$ cat src/rtl/pipeline_hazard_ctrl.sv
// -----------------------------------------------------------------------------
// pipeline_hazard_ctrl
//
// Central stall/flush sequencer for the 5-stage RISC-V pipeline. Looks at the
// ID, EX and MEM stages and drives the write enables and flushes of the PC and
// the four pipeline registers. It resolves three kinds of hazard:
//   - load-use    : one bubble is inserted into ID/EX while PC and IF/ID hold
//   - redirect    : a taken branch (PCSrc, from EX/MEM) loads the PC target and
//                   flushes IF/ID, ID/EX and EX/MEM in the same cycle
//   - memory wait : the whole pipeline freezes while data memory is busy
// A watchdog counts consecutive busy MEM_WAIT cycles. When the counter is
// saturated and memory is still busy, the FSM enters ERROR. ERROR is sticky
// and only rst leaves it.
//
// Optional feature macro: HAZARD_PERF_CNT_EN
//   Adds the perf_stall_cycles and perf_flushes saturating 32-bit counters.
//
// Ports:
//   clk, rst                 clock; synchronous active-high reset
//   id_rs1/id_rs2            source registers of the instruction in ID
//   id_rs1_used/id_rs2_used  the ID instruction really reads rs1/rs2
//   ex_memRead               the EX instruction is a load
//   ex_regToWrite            destination register of the EX instruction
//   PCSrc                    taken branch resolved (registered in EX/MEM)
//   mem_memRead/mem_memWrite the MEM instruction accesses data memory
//   dmem_ready               data memory completes its access this cycle
//   pc_en .. mem_wb_en       stage register write enables
//   pc_sel_branch            the PC loads the branch target
//   if_id/id_ex/ex_mem_flush load a bubble (all control bits 0)
//   mem_timeout              sticky watchdog error
//   state                    FSM state for debug: RUN=0, MEM_WAIT=1, ERROR=2
//   perf_stall_cycles        (HAZARD_PERF_CNT_EN) freeze and bubble cycles
//   perf_flushes             (HAZARD_PERF_CNT_EN) redirect cycles
// -----------------------------------------------------------------------------
module pipeline_hazard_ctrl #(
  parameter int REG_NUM_BITWIDTH  = 5,
  parameter int WAIT_CNT_BITWIDTH = 8
) (
  input  logic                        clk,
  input  logic                        rst,
  input  logic [REG_NUM_BITWIDTH-1:0] id_rs1,
  input  logic [REG_NUM_BITWIDTH-1:0] id_rs2,
  input  logic                        id_rs1_used,
  input  logic                        id_rs2_used,
  input  logic                        ex_memRead,
  input  logic [REG_NUM_BITWIDTH-1:0] ex_regToWrite,
  input  logic                        PCSrc,
  input  logic                        mem_memRead,
  input  logic                        mem_memWrite,
  input  logic                        dmem_ready,
  output logic                        pc_en,
  output logic                        if_id_en,
  output logic                        id_ex_en,
  output logic                        ex_mem_en,
  output logic                        mem_wb_en,
  output logic                        pc_sel_branch,
  output logic                        if_id_flush,
  output logic                        id_ex_flush,
  output logic                        ex_mem_flush,
  output logic                        mem_timeout,
  output logic [1:0]                  state
`ifdef HAZARD_PERF_CNT_EN
  ,
  output logic [31:0]                 perf_stall_cycles,
  output logic [31:0]                 perf_flushes
`endif
);

  typedef enum logic [1:0] {
    ST_RUN      = 2'd0,
    ST_MEM_WAIT = 2'd1,
    ST_ERROR    = 2'd2
  } state_e;

  localparam logic [WAIT_CNT_BITWIDTH-1:0] WAIT_MAX = '1;

  state_e                       state_q, state_d;
  logic [WAIT_CNT_BITWIDTH-1:0] wait_cnt_q, wait_cnt_d;
  logic                         timeout_q, timeout_d;

  logic mem_busy;
  logic load_use;

  assign mem_busy = (mem_memRead | mem_memWrite) & ~dmem_ready;

  // Register x0 is never a real dependency.
  assign load_use = ex_memRead & (ex_regToWrite != '0) &
                    ((id_rs1_used & (id_rs1 == ex_regToWrite)) |
                     (id_rs2_used & (id_rs2 == ex_regToWrite)));

  always_ff @(posedge clk) begin
    if (rst) begin
      state_q    <= ST_RUN;
      wait_cnt_q <= '0;
      timeout_q  <= 1'b0;
    end else begin
      state_q    <= state_d;
      wait_cnt_q <= wait_cnt_d;
      timeout_q  <= timeout_d;
    end
  end

  // Next state. rst has priority in the register block above.
  always_comb begin
    state_d    = state_q;
    wait_cnt_d = wait_cnt_q;
    timeout_d  = timeout_q;
    case (state_q)
      ST_RUN: begin
        wait_cnt_d = '0;
        if (mem_busy) state_d = ST_MEM_WAIT;
      end
      ST_MEM_WAIT: begin
        if (!mem_busy) begin
          state_d    = ST_RUN;
          wait_cnt_d = '0;
        end else if (wait_cnt_q == WAIT_MAX) begin
          // The counter never wraps; its terminal value ends the wait.
          state_d   = ST_ERROR;
          timeout_d = 1'b1;
        end else begin
          wait_cnt_d = wait_cnt_q + 1'b1;
        end
      end
      ST_ERROR: begin
        state_d = ST_ERROR;
      end
      default: begin
        state_d = ST_RUN;
      end
    endcase
  end

  // Outputs: combinational from state_q and current inputs.
  // Priority: freeze > redirect > bubble > normal.
  always_comb begin
    pc_en         = 1'b0;
    if_id_en      = 1'b0;
    id_ex_en      = 1'b0;
    ex_mem_en     = 1'b0;
    mem_wb_en     = 1'b0;
    pc_sel_branch = 1'b0;
    if_id_flush   = 1'b0;
    id_ex_flush   = 1'b0;
    ex_mem_flush  = 1'b0;
    if (!rst && (state_q == ST_RUN || state_q == ST_MEM_WAIT)) begin
      if (mem_busy) begin
        // Freeze: all enables and flushes stay 0.
      end else if (PCSrc) begin
        // The flush also discards the ID instruction, so a concurrent
        // load-use needs no bubble. MEM/WB keeps the branch retiring.
        pc_en         = 1'b1;
        if_id_en      = 1'b1;
        id_ex_en      = 1'b1;
        ex_mem_en     = 1'b1;
        mem_wb_en     = 1'b1;
        pc_sel_branch = 1'b1;
        if_id_flush   = 1'b1;
        id_ex_flush   = 1'b1;
        ex_mem_flush  = 1'b1;
      end else if (load_use) begin
        // PC and IF/ID hold the consumer; ID/EX loads a bubble.
        id_ex_en    = 1'b1;
        ex_mem_en   = 1'b1;
        mem_wb_en   = 1'b1;
        id_ex_flush = 1'b1;
      end else begin
        pc_en     = 1'b1;
        if_id_en  = 1'b1;
        id_ex_en  = 1'b1;
        ex_mem_en = 1'b1;
        mem_wb_en = 1'b1;
      end
    end
  end

  assign mem_timeout = timeout_q;
  assign state       = state_q;

`ifdef HAZARD_PERF_CNT_EN
  logic active;
  logic stall_cyc;
  logic redirect_cyc;

  assign active       = ~rst & (state_q == ST_RUN || state_q == ST_MEM_WAIT);
  assign stall_cyc    = active & (mem_busy | (~PCSrc & load_use));
  assign redirect_cyc = active & ~mem_busy & PCSrc;

  logic [31:0] perf_stall_q, perf_flush_q;

  always_ff @(posedge clk) begin
    if (rst) begin
      perf_stall_q <= '0;
      perf_flush_q <= '0;
    end else begin
      if (stall_cyc && perf_stall_q != 32'hFFFF_FFFF)
        perf_stall_q <= perf_stall_q + 32'd1;
      if (redirect_cyc && perf_flush_q != 32'hFFFF_FFFF)
        perf_flush_q <= perf_flush_q + 32'd1;
    end
  end

  assign perf_stall_cycles = perf_stall_q;
  assign perf_flushes      = perf_flush_q;
`endif

endmodule

$ cat config.mk
export PLATFORM = sky130hd
export DESIGN_NAME = pipeline_hazard_ctrl
export DESIGN_NICKNAME = d
export VERILOG_FILES = /design/src/rtl/pipeline_hazard_ctrl.sv
export SDC_FILE = /design/constraint.sdc
export NUM_CORES = 1
export LEC_CHECK = 0
export ABC_AREA = 1
export ABC_CLOCK_PERIOD_IN_PS = 1700
export BUFFER_PORTS_ARGS = -buffer_cell sky130_fd_sc_hd__buf_2
export CORE_MARGIN = 5
export CORE_UTILIZATION = 48
export DETAILED_ROUTE_END_ITERATION = 10
export GPL_ROUTABILITY_DRIVEN = 0
export PLACE_DENSITY_LB_ADDON = 0.12
export SLEW_MARGIN = 20
export SYNTH_ARGS = -nofsm -noshare
export SYNTH_HDL_FRONTEND = slang
export SYNTH_SLANG_ARGS = --single-unit
$ cat constraint.sdc
create_clock -name clk -period 1.7 [get_ports clk]
set_input_delay 0.425 -clock clk [delete_from_list [all_inputs] [get_ports clk]]
set_output_delay 0.425 -clock clk [all_outputs]
set_load 0.01 [all_outputs]
==> impl_results.md, run 1 <==
- Outcome: finished, final reports clean
- CP Data Required Time: 1270 ps
- Seq/Total Area, Yosys: 23.8%
- Area fraction of the dominant cell type after synthesis: about a quarter
- I/O Buffers: 35
- CTS max path bufs: 2
- H-Tree Depth: 1
- Pwr dens: around 480 nW/um2
- CORE AREA: around 1800 um2
- R2r startpoint: wait_cnt_q[0]
- Hold endpoint: mem_timeout
- Post-synthesis compound-gate area fraction: 6.21%
- HP Start: mem_timeout
- Worst hold path depth: 2
- Ranking of synthesized cells by area: dfxtp_1 24%, nand2_1 23%, inv_1 11%, nor2_1 7.3%, nand3_1 5.9%
- Row count: 15
- Worst r2r dst: mem_timeout
- Crit path kind: in2out
- Drt via density: 4.82
- Clk Latency, worst-skew pair: between 200 and 300 ps
- DRC Markers: 0
- Avg WL per Cell: 10.3 um
- Post-route minimum period: 1670 ps
- Met1 Resource Use GR: between 20% and 30%
- Reg clk slew, reported paths: 70 ps
- RSZ-0062 raised after global routing: true
- Antenna Cells: 0
- Multiplexer share of the synthesized area: 0%
- CTS Buf Count: 3
- Post-route clock period utilization: 98.3%
- Setup violators final: 0
- Post-detail-place hpwl: 1790 um
- Grt ovf: 0
- Vias in the first global route: 910
- Slew @ Worst Pin: 272 ps
- Worst r2r path cells: 7
- Largest family of logic cells by synthesized area: simple AND/OR/NAND/NOR gates
- Die Span X: approximately 54 um
- Synth Instances: 161
- Final Instance Area: 1280 um2
- Cell taking the most area after synthesis: dfxtp_1
- Final nets: 224
- Pin count of the biggest net entering global routing: 9
- Max-Cap Viols: 0
- Max rail drop VDD: between 500 and 600 uV
- Die Area: 2910 um2
- Vias: ~1,100
- Hold WC Path Type: reg2reg
- Reg-to-reg slack, setup: 300 ps
- Syn nets: 186
- Final core utilization: 71.7%
- Adder-cell share of the synthesized area: approximately 1.3%
- GRT busiest layer: met2
- 1st-pass router iterations: 5
- CTS Hold Bufs: 0
- Slew margin rel.: 81.7%
- Post-route setup TNS: 0 ps
- Global Route met2 Usage: 26.4%
- Overall Global Routing Usage: 16.8%
- Final count of hold timing violations: 0
- Clk root buf: clkbuf_4
- CP endpoint kind: primary output
- Fmax: approximately 600 MHz
- Initial Util: 52.0%
- Initial antenna violation count: 0
- Clock Sinks: 11
- Grt met3 use: 5.26%
- Antenna Nets Post-Route: 0
- Synth cell types: 24
- Warnings, synthesis: 0
- WL final: 2290 um
- Syn Std Cell Area: between 900 and 1000 um2
- Xor/xnor share of the synthesized area: 0%
- Syn_area_per_cell: 5.76 um2
- Die Y: 54.0 um
- Proportion of layout cells with a drive suffix above 1: 37.4%
- Io pins: 36
- Synth Area in Simple Gates: 52.5%
- First-pass GRT wire length: about 3600 um
- Element type at the critical path start: input pin
- Yosys reg bits: 11
- Lkg Pwr: 0.647 nW
- Slew Viols, Final: 0
- CTS tree: built
- Area grow syn2layout: 37.9%
- CP max FO: 6
- Placement Cell Area: 1120 um2
- Setup Skew: 1.16 ps
- WP data arrival: 1250 ps
- Initial DRC Count: 17
==> repair_timing <==
action | in CTS | in global routing
resized for setup | 1 | 37
buffers inserted | 0 | 2
endpoints found under the hold margin | 0 | 0
endpoints found under the setup margin | 6 | 6
pin swaps | 1 | 17
==> metal layers <==
| layer | wire [um] | vias up | part of all wire (%) |
|---|---|---|---|
| li1 | - | 563 | - |
| met1 | 957 | 472 | 42 |
| met2 | 1120 | 33 | 49 |
| met3 | 173 | 6 | 7.5 |
| met4 | 42 | 0 | 1.8 |
| met5 | 0 | - | 0 |
==> cells in the mapped netlist, drive strengths merged <==
cell	n
nand2	59
inv	29
nor2	22
nand3	13
dfxtp	11
a21oi	8
buf	5
nor3	4
nand4	3
o21ai	2
and3	1
clkbuf	1
ha	1
nand3b	1
or2	1
==> worst max-delay path by stage <==
stage | start | end | slack (ps) | cells past startpoint
after floorplan | mem_memWrite | pc_en | 8 | 6
after global placement | mem_memWrite | if_id_en | 0.6 | 7
after global routing | ex_regToWrite[3] | pc_en | -50 | 11
after detailed placement | mem_memWrite | if_id_en | -40 | 7
after CTS | ex_regToWrite[2] | if_id_en | 7 | 9
final | mem_memWrite | ex_mem_flush | 30 | 7
==> metrics by stage <==
stage | power [mW] | setup WS [ps] | cells | hold WS (ps)
detailed placement | 0.398 | -42.1 | 217 | 461
floorplan | 0.349 | 7.57 | 161 | 457
global route | 0.655 | -47.5 | 223 | 521
finish | 0.607 | 28.7 | 223 | 472
CTS | 0.584 | 6.79 | 221 | 481
global placement | 0.395 | 0.600 | 217 | 451
==> report_power, final <==
group | internal, mW | switching [mW] | total, mW | leakage, nW
sequential | 0.258 | 0.00241 | 0.261 | 0.0897
clock | 0.0909 | 0.0881 | 0.179 | 0.0150
combinational | 0.0841 | 0.0837 | 0.168 | 0.542
total | 0.433 | 0.174 | 0.607 | 0.647
==> area by class of cell <==
cell class | instances | area (um2)
multi-input combinational | 115 | 586
fill | 177 | 504
timing repair buffer | 39 | 293
sequential | 11 | 224
inverter | 29 | 119
tap | 25 | 31.3
clock buffer | 4 | 26.3
==> cell families (layout without fill, tap and decap cells) <==
family                     count (synthesis)  after routing
and+or+nand+nor                          104            104
AOI/OAI and AO/OA                         10             10
buffers and inverters                     35             72
adders and majority gates                  1              1
DFF                                       11             11
==> registers in the layout, indices dropped and copies added, names as in the netlist <==
name,cells
wait_cnt_q,8
state,2
mem_timeout,1
==> critical path, stage by stage <==
cell	delay, ps
buf_2	120
nor2_4	110
nor2_4	50
nor3_4	200
nand2_2	120
inv_2	110
buf_6	110
==> cells in the final DEF (no fill, tap or decap) <==
master     n
nor3_2     1
buf_2     21
or2_2      1
clkbuf_4   3
inv_2      6
a21oi_1    6
nand2_1   52
nor3_4     1
dfxtp_1   10
o21ai_0    1
nor2_4     3
clkbuf_1   1
nor2_1    16
buf_6     14
nand3b_1   1
and3_2     1
nand3_1   11
nor3_1     2
nand4_1    3
ha_1       1
inv_4      4
buf_4      4
dfxtp_4    1
nand3_2    1
inv_1     19
nand3_4    1
nand2_2    6
nand2_4    1
o21ai_1    1
nor2_2     3
a21oi_2    2
No activity file was read; power rests on OpenSTA's default activity.
==> run 2, diff against run 1 <==
--- a/config.mk
+++ b/config.mk
@@ -9,7 +9,8 @@
 export ABC_CLOCK_PERIOD_IN_PS = 1700
 export BUFFER_PORTS_ARGS = -buffer_cell sky130_fd_sc_hd__buf_2
 export CORE_MARGIN = 5
-export CORE_UTILIZATION = 48
+export CORE_UTILIZATION = 50
+export CTS_BUF_LIST = sky130_fd_sc_hd__clkbuf_2 sky130_fd_sc_hd__clkbuf_4 sky130_fd_sc_hd__clkbuf_8
 export DETAILED_ROUTE_END_ITERATION = 10
 export GPL_ROUTABILITY_DRIVEN = 0
 export PLACE_DENSITY_LB_ADDON = 0.12
==> run 2 against run 1 <==
Die area decreased by 3.3%; non-clock buffer count unchanged; clock-buffer cell count decreased by 1; largest cell class unchanged.
==> impl_results.md, run 2 (synthesis results as in run 1) <==
- DRC Markers: 0 (unchanged)
- Vias in the first global route: 921 (was 910)
- I/O Buffers: 35 (unchanged)
- Initial DRC Count: 28 (was 17)
- Outcome: finished, final reports clean (unchanged)
- CTS Hold Bufs: 0 (unchanged)
- Drt via density: 4.74 (was 4.82)
- CP Data Required Time: 1270 ps (about the same)
- Element type at the critical path start: input pin (unchanged)
- H-Tree Depth: 1 (unchanged)
- Initial antenna violation count: 0 (unchanged)
- Pin count of the biggest net entering global routing: 9 (unchanged)
- Final nets: 224 (unchanged)
- Row count: 15 (unchanged)
- Grt ovf: 0 (unchanged)
- Antenna Nets Post-Route: 0 (unchanged)
- CTS max path bufs: 2 (unchanged)
- 1st-pass router iterations: 4 (was 5)
- Io pins: 36 (unchanged)
- Final core utilization: 71.2% (was 71.7%)
- WHS: 500 ps (was 472 ps)
- WP data arrival: 1270 ps (was 1250 ps)
- Max rail drop VDD: 421 uV (was 567 uV)
- Hold WC Path Type: reg2reg (unchanged)
- Post-route clock period utilization: 99.7% (was 98.3%)
- Clk Latency, worst-skew pair: 280 ps (was 270 ps)
- Worst r2r path cells: 7 (unchanged)
- Avg WL per Cell: 10.4 um (was 10.3 um)
- Antenna Cells: 0 (unchanged)
- Final count of hold timing violations: 0 (unchanged)
- Crit path kind: in2out (unchanged)
- Post-detail-place hpwl: 1860 um (was 1790 um)
- Slew @ Worst Pin: 272 ps (about the same)
- RSZ-0062 raised after global routing: true (unchanged)
- Clk root buf: clkbuf_4 (unchanged)
- Setup Skew: 0.498 ps (was 1.16 ps)
- Cells after DPL: 217 (unchanged)
- Die Y: 53.1 um (was 54.0 um)
- Initial Util: 53.1% (was 52.0%)
- Reg clk slew, reported paths: 70 ps (about the same)
- Pwr dens: 490 nW/um2 (was 475 nW/um2)
- CTS tree: built (unchanged)
- Post-route setup TNS: 0 ps (unchanged)
- Final non-filler cell total: 223 (unchanged)
- Most common cell after layout, fill and taps aside: nand2_1 (unchanged)
- CP max FO: 5 (was 6)
- Overall Global Routing Usage: 17.2% (was 16.8%)
- Setup violators final: 0 (unchanged)
- CORE AREA: 1750 um2 (was 1780 um2)
- Slew margin rel.: 81.7% (about the same)
- Area grow syn2layout: 34.0% (was 37.9%)
- CTS Buf Count: 3 (unchanged)
- Most frequent cells in the layout: 51 x nand2_1, 25 x buf_2, 21 x inv_1, 16 x nor2_1 (was 52 x nand2_1, 21 x buf_2, 19 x inv_1, 16 x nor2_1, 14 x buf_6)
- Clock Sinks: 11 (unchanged)
- Proportion of layout cells with a drive suffix above 1: 36.9% (was 37.4%)
- Max-Cap Viols: 0 (unchanged)
- Fmax: 590 MHz (was 598 MHz)
- Die Area: 2820 um2 (was 2910 um2)
- Vias: 1,058 (was 1,074)
- Biggest register: wait_cnt_q (unchanged)
- First-pass GRT wire length: 3620 um (was 3590 um)
- WL final: 2330 um (was 2290 um)
- Die Span X: 53.1 um (was 54.0 um)
- Worst hold path depth: 2 (unchanged)
- Max reg flops: 8 (unchanged)
- Slew Viols, Final: 0 (unchanged)
- Post-route minimum period: 1700 ps (was 1670 ps)
- CP endpoint kind: primary output (unchanged)
- Lkg Pwr: 0.644 nW (was 0.647 nW)
==> run 2: routing by layer <==
metal	routed length (um)	GRT usage, %	up-vias
li1	-	-	560
met2	1080	28.5	32
met1	1040	21.5	464
met5	0	0	-
met4	10	2.98	0
met3	204	5.92	2
==> run 2: worst max-delay path: stages <==
cell	delay, ps
buf_6	100
nor2_4	110
nor2_4	50
nor3_4	260
nand2_2	110
nand2_2	100
buf_6	110
==> run 2: cell type report <==
cell class	count	area, um2
Sequential cell	11	220
Inverter	29	111
Timing Repair Buffer	39	264
Fill cell	162	503
Clock buffer	3	22.5
Clock inverter	1	5.00
Multi-Input combinational cell	115	588
Tap cell	25	31.3
==> run 2: through the flow <==
step	cell area (um2)	setup WS (ps)	power (mW)
floorplan	941	7.57	0.349
global placement	1120	19.7	0.395
detailed placement	1120	-28.6	0.399
CTS	1160	2.37	0.586
global route	1240	-105	0.647
finish	1240	4.66	0.609
==> run 2: path summary, 6_finish.rpt <==
path,startpoint,end,slack [ps]
min,mem_timeout,mem_timeout,500
min reg2reg,mem_timeout,mem_timeout,500
max,mem_memRead,if_id_en,5
max reg2reg,wait_cnt_q[0],mem_timeout,190
==> run 2: timing repair <==
item | CTS | global route
setup buffers | 1 | 1
pin swaps | 1 | 14
gates resized for setup | 0 | 27
setup endpoints to repair | 6 | 7
==> run 2: report_power, final <==
group	total (mW)	leakage, nW	internal, mW	switching, mW
clock	0.187	0.0177	0.0874	0.0996
sequential	0.262	0.0889	0.260	0.00246
combinational	0.160	0.537	0.0790	0.0812
total	0.609	0.644	0.426	0.183
==> run 3, diff against run 2 <==
--- a/config.mk
+++ b/config.mk
@@ -7,7 +7,7 @@
 export LEC_CHECK = 0
 export ABC_AREA = 1
 export ABC_CLOCK_PERIOD_IN_PS = 1700
-export BUFFER_PORTS_ARGS = -buffer_cell sky130_fd_sc_hd__buf_2
+export BUFFER_PORTS_ARGS = -buffer_cell sky130_fd_sc_hd__buf_4
 export CORE_MARGIN = 5
 export CORE_UTILIZATION = 50
 export CTS_BUF_LIST = sky130_fd_sc_hd__clkbuf_2 sky130_fd_sc_hd__clkbuf_4 sky130_fd_sc_hd__clkbuf_8
==> run 3 against run 2 <==
The flow now finishes with violations (setup timing); largest power group unchanged; sequential power hardly changed; routed wire length is 1.4% lower; global-route usage is 1.1 points higher; clock power hardly changed.
==> impl_results.md, run 3 (synthesis results as in run 1) <==
- Reg clk slew, reported paths: 80 ps (was 70 ps)
- Design internal power: 435 uW (was 426 uW)
- Pin count of the biggest net entering global routing: 9 (unchanged)
- Antenna Cells: 0 (unchanged)
- Avg WL per Cell: 10.3 um (was 10.4 um)
- Slew margin rel.: 82.3% (was 81.7%)
- Outcome: finished with violations (was finished, final reports clean)
- RSZ-0062 raised after global routing: true (unchanged)
- Most frequent cell on the critical path: nand2_1
- Slack of the critical path: -14.9 ps (was 4.66 ps)
- Hold endpoint: mem_timeout (unchanged)
- R2r startpoint: wait_cnt_q[0] (unchanged)
- Die Y: 53.1 um (unchanged)
- Most frequent cells in the layout: 54 x nand2_1, 35 x buf_4, 22 x inv_1, 14 x nor2_1 (was 51 x nand2_1, 25 x buf_2, 21 x inv_1, 16 x nor2_1)
- CORE AREA: 1750 um2 (unchanged)
- Clk Latency, worst-skew pair: 280 ps (about the same)
- Reg-to-reg slack, setup: 260 ps (was 190 ps)
- Met3 WL: 193 um (was 204 um)
- Critical path's top delay family: simple AND/OR/NAND/NOR gates (unchanged)
- CP max FO: 4 (was 5)
- Setup violators final: 1 (was 0)
- Post-detail-place hpwl: 1810 um (was 1860 um)
- CTS Buf Count: 3 (unchanged)
- CTS tree: built (unchanged)
- Most common cell after layout, fill and taps aside: nand2_1 (unchanged)
- Final nets: 224 (unchanged)
- Fmax: 583 MHz (was 590 MHz)
- Slew @ Worst Pin: 265 ps (was 272 ps)
- H-Tree Depth: 1 (unchanged)
- DRC Markers: 0 (unchanged)
- Biggest register: wait_cnt_q (unchanged)
- Violated checks: setup timing
- Die Span X: 53.1 um (unchanged)
- Die Area: 2820 um2 (unchanged)
- Top layer in use: met4 (unchanged)
- First-pass GRT wire length: 3770 um (was 3620 um)
- Element type at the critical path start: input pin (unchanged)
- Setup Skew: 7.67 ps (was 0.498 ps)
- Clk root buf: clkbuf_4 (unchanged)
- Initial antenna violation count: 0 (unchanged)
- Final core utilization: 73.9% (was 71.2%)
- Buf+Inv Stages, Crit Path: 3 (was 2)
- Row count: 15 (unchanged)
- Io pins: 36 (unchanged)
- Crit path kind: in2out (unchanged)
- Slowest stage cell, crit path: buf_4 (was nor3_4)
- Slowest cell delay on critical path: 140 ps (was 260 ps)
- WP data arrival: 1290 ps (was 1270 ps)
- WL final: 2300 um (was 2330 um)
- Slew Viols, Final: 0 (unchanged)
- Initial Util: 53.1% (unchanged)
- Proportion of layout cells with a drive suffix above 1: 36.9% (unchanged)
- Max-Cap Viols: 0 (unchanged)
- Fill count: 142 (was 162)
- CTS max path bufs: 2 (unchanged)
- HP Start: mem_timeout (unchanged)
- Met2 WL: 1130 um (was 1080 um)
- Drt via density: 4.83 (was 4.74)
- Worst r2r dst: mem_timeout (unchanged)
- CP endpoint kind: primary output (unchanged)
- Overall Global Routing Usage: 18.2% (was 17.2%)
- CP cell instances: buf_4 > inv_2 > nand2_1 > nand2_1 > nor2_2 > nand3_2 > nand2_2 > nand2_1 > nand2_1 > nand2_2 > buf_4 (was buf_6 > nor2_4 > nor2_4 > nor3_4 > nand2_2 > nand2_2 > buf_6)
- CTS Hold Bufs: 0 (unchanged)
- I/O Buffers: 35 (unchanged)
- CP Data Required Time: 1270 ps (about the same)
- Hold WC Path Type: reg2reg (unchanged)
- Sw Ratio: 29.9% (was 30.1%)
- P_sw: 185 uW (was 183 uW)
- Max reg flops: 8 (unchanged)
- Clock network power share: 30.4% (was 30.7%)
- Lkg Pwr: 0.652 nW (was 0.644 nW)
- Max rail drop VDD: 490 uV (was 421 uV)
- Area grow syn2layout: 39.1% (was 34.0%)
- Grt ovf: 0 (unchanged)
- Worst hold path depth: 2 (unchanged)
- Antenna Nets Post-Route: 0 (unchanged)
- Wl on met1: 950 um (was 1040 um)
- Post-route minimum period: 1710 ps (was 1700 ps)
- Power share of the combinational group: 27.6% (was 26.3%)
- Initial DRC Count: 9 (was 28)
- Post-route setup TNS: -14.9 ps (was 0 ps)
- Worst r2r path cells: 7 (unchanged)
- 1st-pass router iterations: 4 (unchanged)
- Vias in the first global route: 982 (was 921)
- Vias: 1,078 (was 1,058)
- Post-route clock period utilization: 101% (was 99.7%)
- Final count of hold timing violations: 0 (unchanged)
- Pwr dens: 481 nW/um2 (was 490 nW/um2)
- Clock Sinks: 11 (unchanged)
- Sequential power share: 42.0% (was 43.0%)
run 3: cell count changes in the layout (fill, tap and decap cells not counted), moves of 2 or more:
cell and delta:
buf_4 +30, buf_6 -5, nor2_1 -2, nand2_1 +3, nand2_2 -3, buf_2 -25, nor2_2 +2
run 3: repair_timing:
action / in CTS / in global routing
endpoints found under the hold margin: 0 / 0
setup endpoints to repair: 6 / 8
setup buffers: 2 / 0
resized for setup: 3 / 15
pin swaps: 5 / 12
run 3: worst max path at each step:
| stage | startpoint | to | slack, ps | depth (start not counted) |
|---|---|---|---|---|
| after floorplan | mem_memWrite | pc_en | 8 | 6 |
| after global placement | mem_memWrite | pc_en | -8 | 7 |
| after detailed placement | mem_memWrite | pc_en | -40 | 7 |
| after CTS | ex_regToWrite[3] | pc_en | -2 | 11 |
| after global routing | ex_regToWrite[4] | if_id_en | -130 | 11 |
| final | ex_regToWrite[4] | if_id_en | -10 | 11 |
run 3: worst reg2reg max path, cell delays in order, from the launching register on:
cell,delay [ps]
dfxtp_1,380
ha_1,270
nand3_2,130
nor2_4,140
inv_1,70
nor3_1,210
a21oi_1,100
nor2_1,80
run 3: power groups by stage:
stage               clock (mW)  sequential, mW  combinational, mW
floorplan                    0           0.268             0.0802
global placement             0           0.268              0.150
detailed placement           0           0.268              0.154
CTS                      0.195           0.262              0.159
global route             0.208           0.261              0.190
finish                   0.189           0.261              0.171
run 3: metrics by stage:
step	area, um2	worst slack (ps)	hold WS (ps)	instances	total power [mW]
global placement	1210	-8.12	457	217	0.418
detailed placement	1210	-38.3	464	217	0.422
global route	1290	-134	497	223	0.659
CTS	1250	-1.64	485	223	0.616
floorplan	941	7.57	457	161	0.349
finish	1290	-14.9	478	223	0.620
run 3: area by class of cell:
cell class,instances,area (um2),area share [%]
multi-input cells,115,591,45.8
repair buffers,39,308,23.9
flip-flops and latches,11,224,17.4
inverters,29,109,8.44
well taps,25,31.3,2.42
clock buffers,3,22.5,1.75
clock inverters,1,5.00,0.388
run 3: routing by layer:
layer	global-route usage, %	vias to the layer above
met4	5.96	0
met5	0	-
li1	-	565
met2	32.6	36
met1	19.9	473
met3	6.20	4
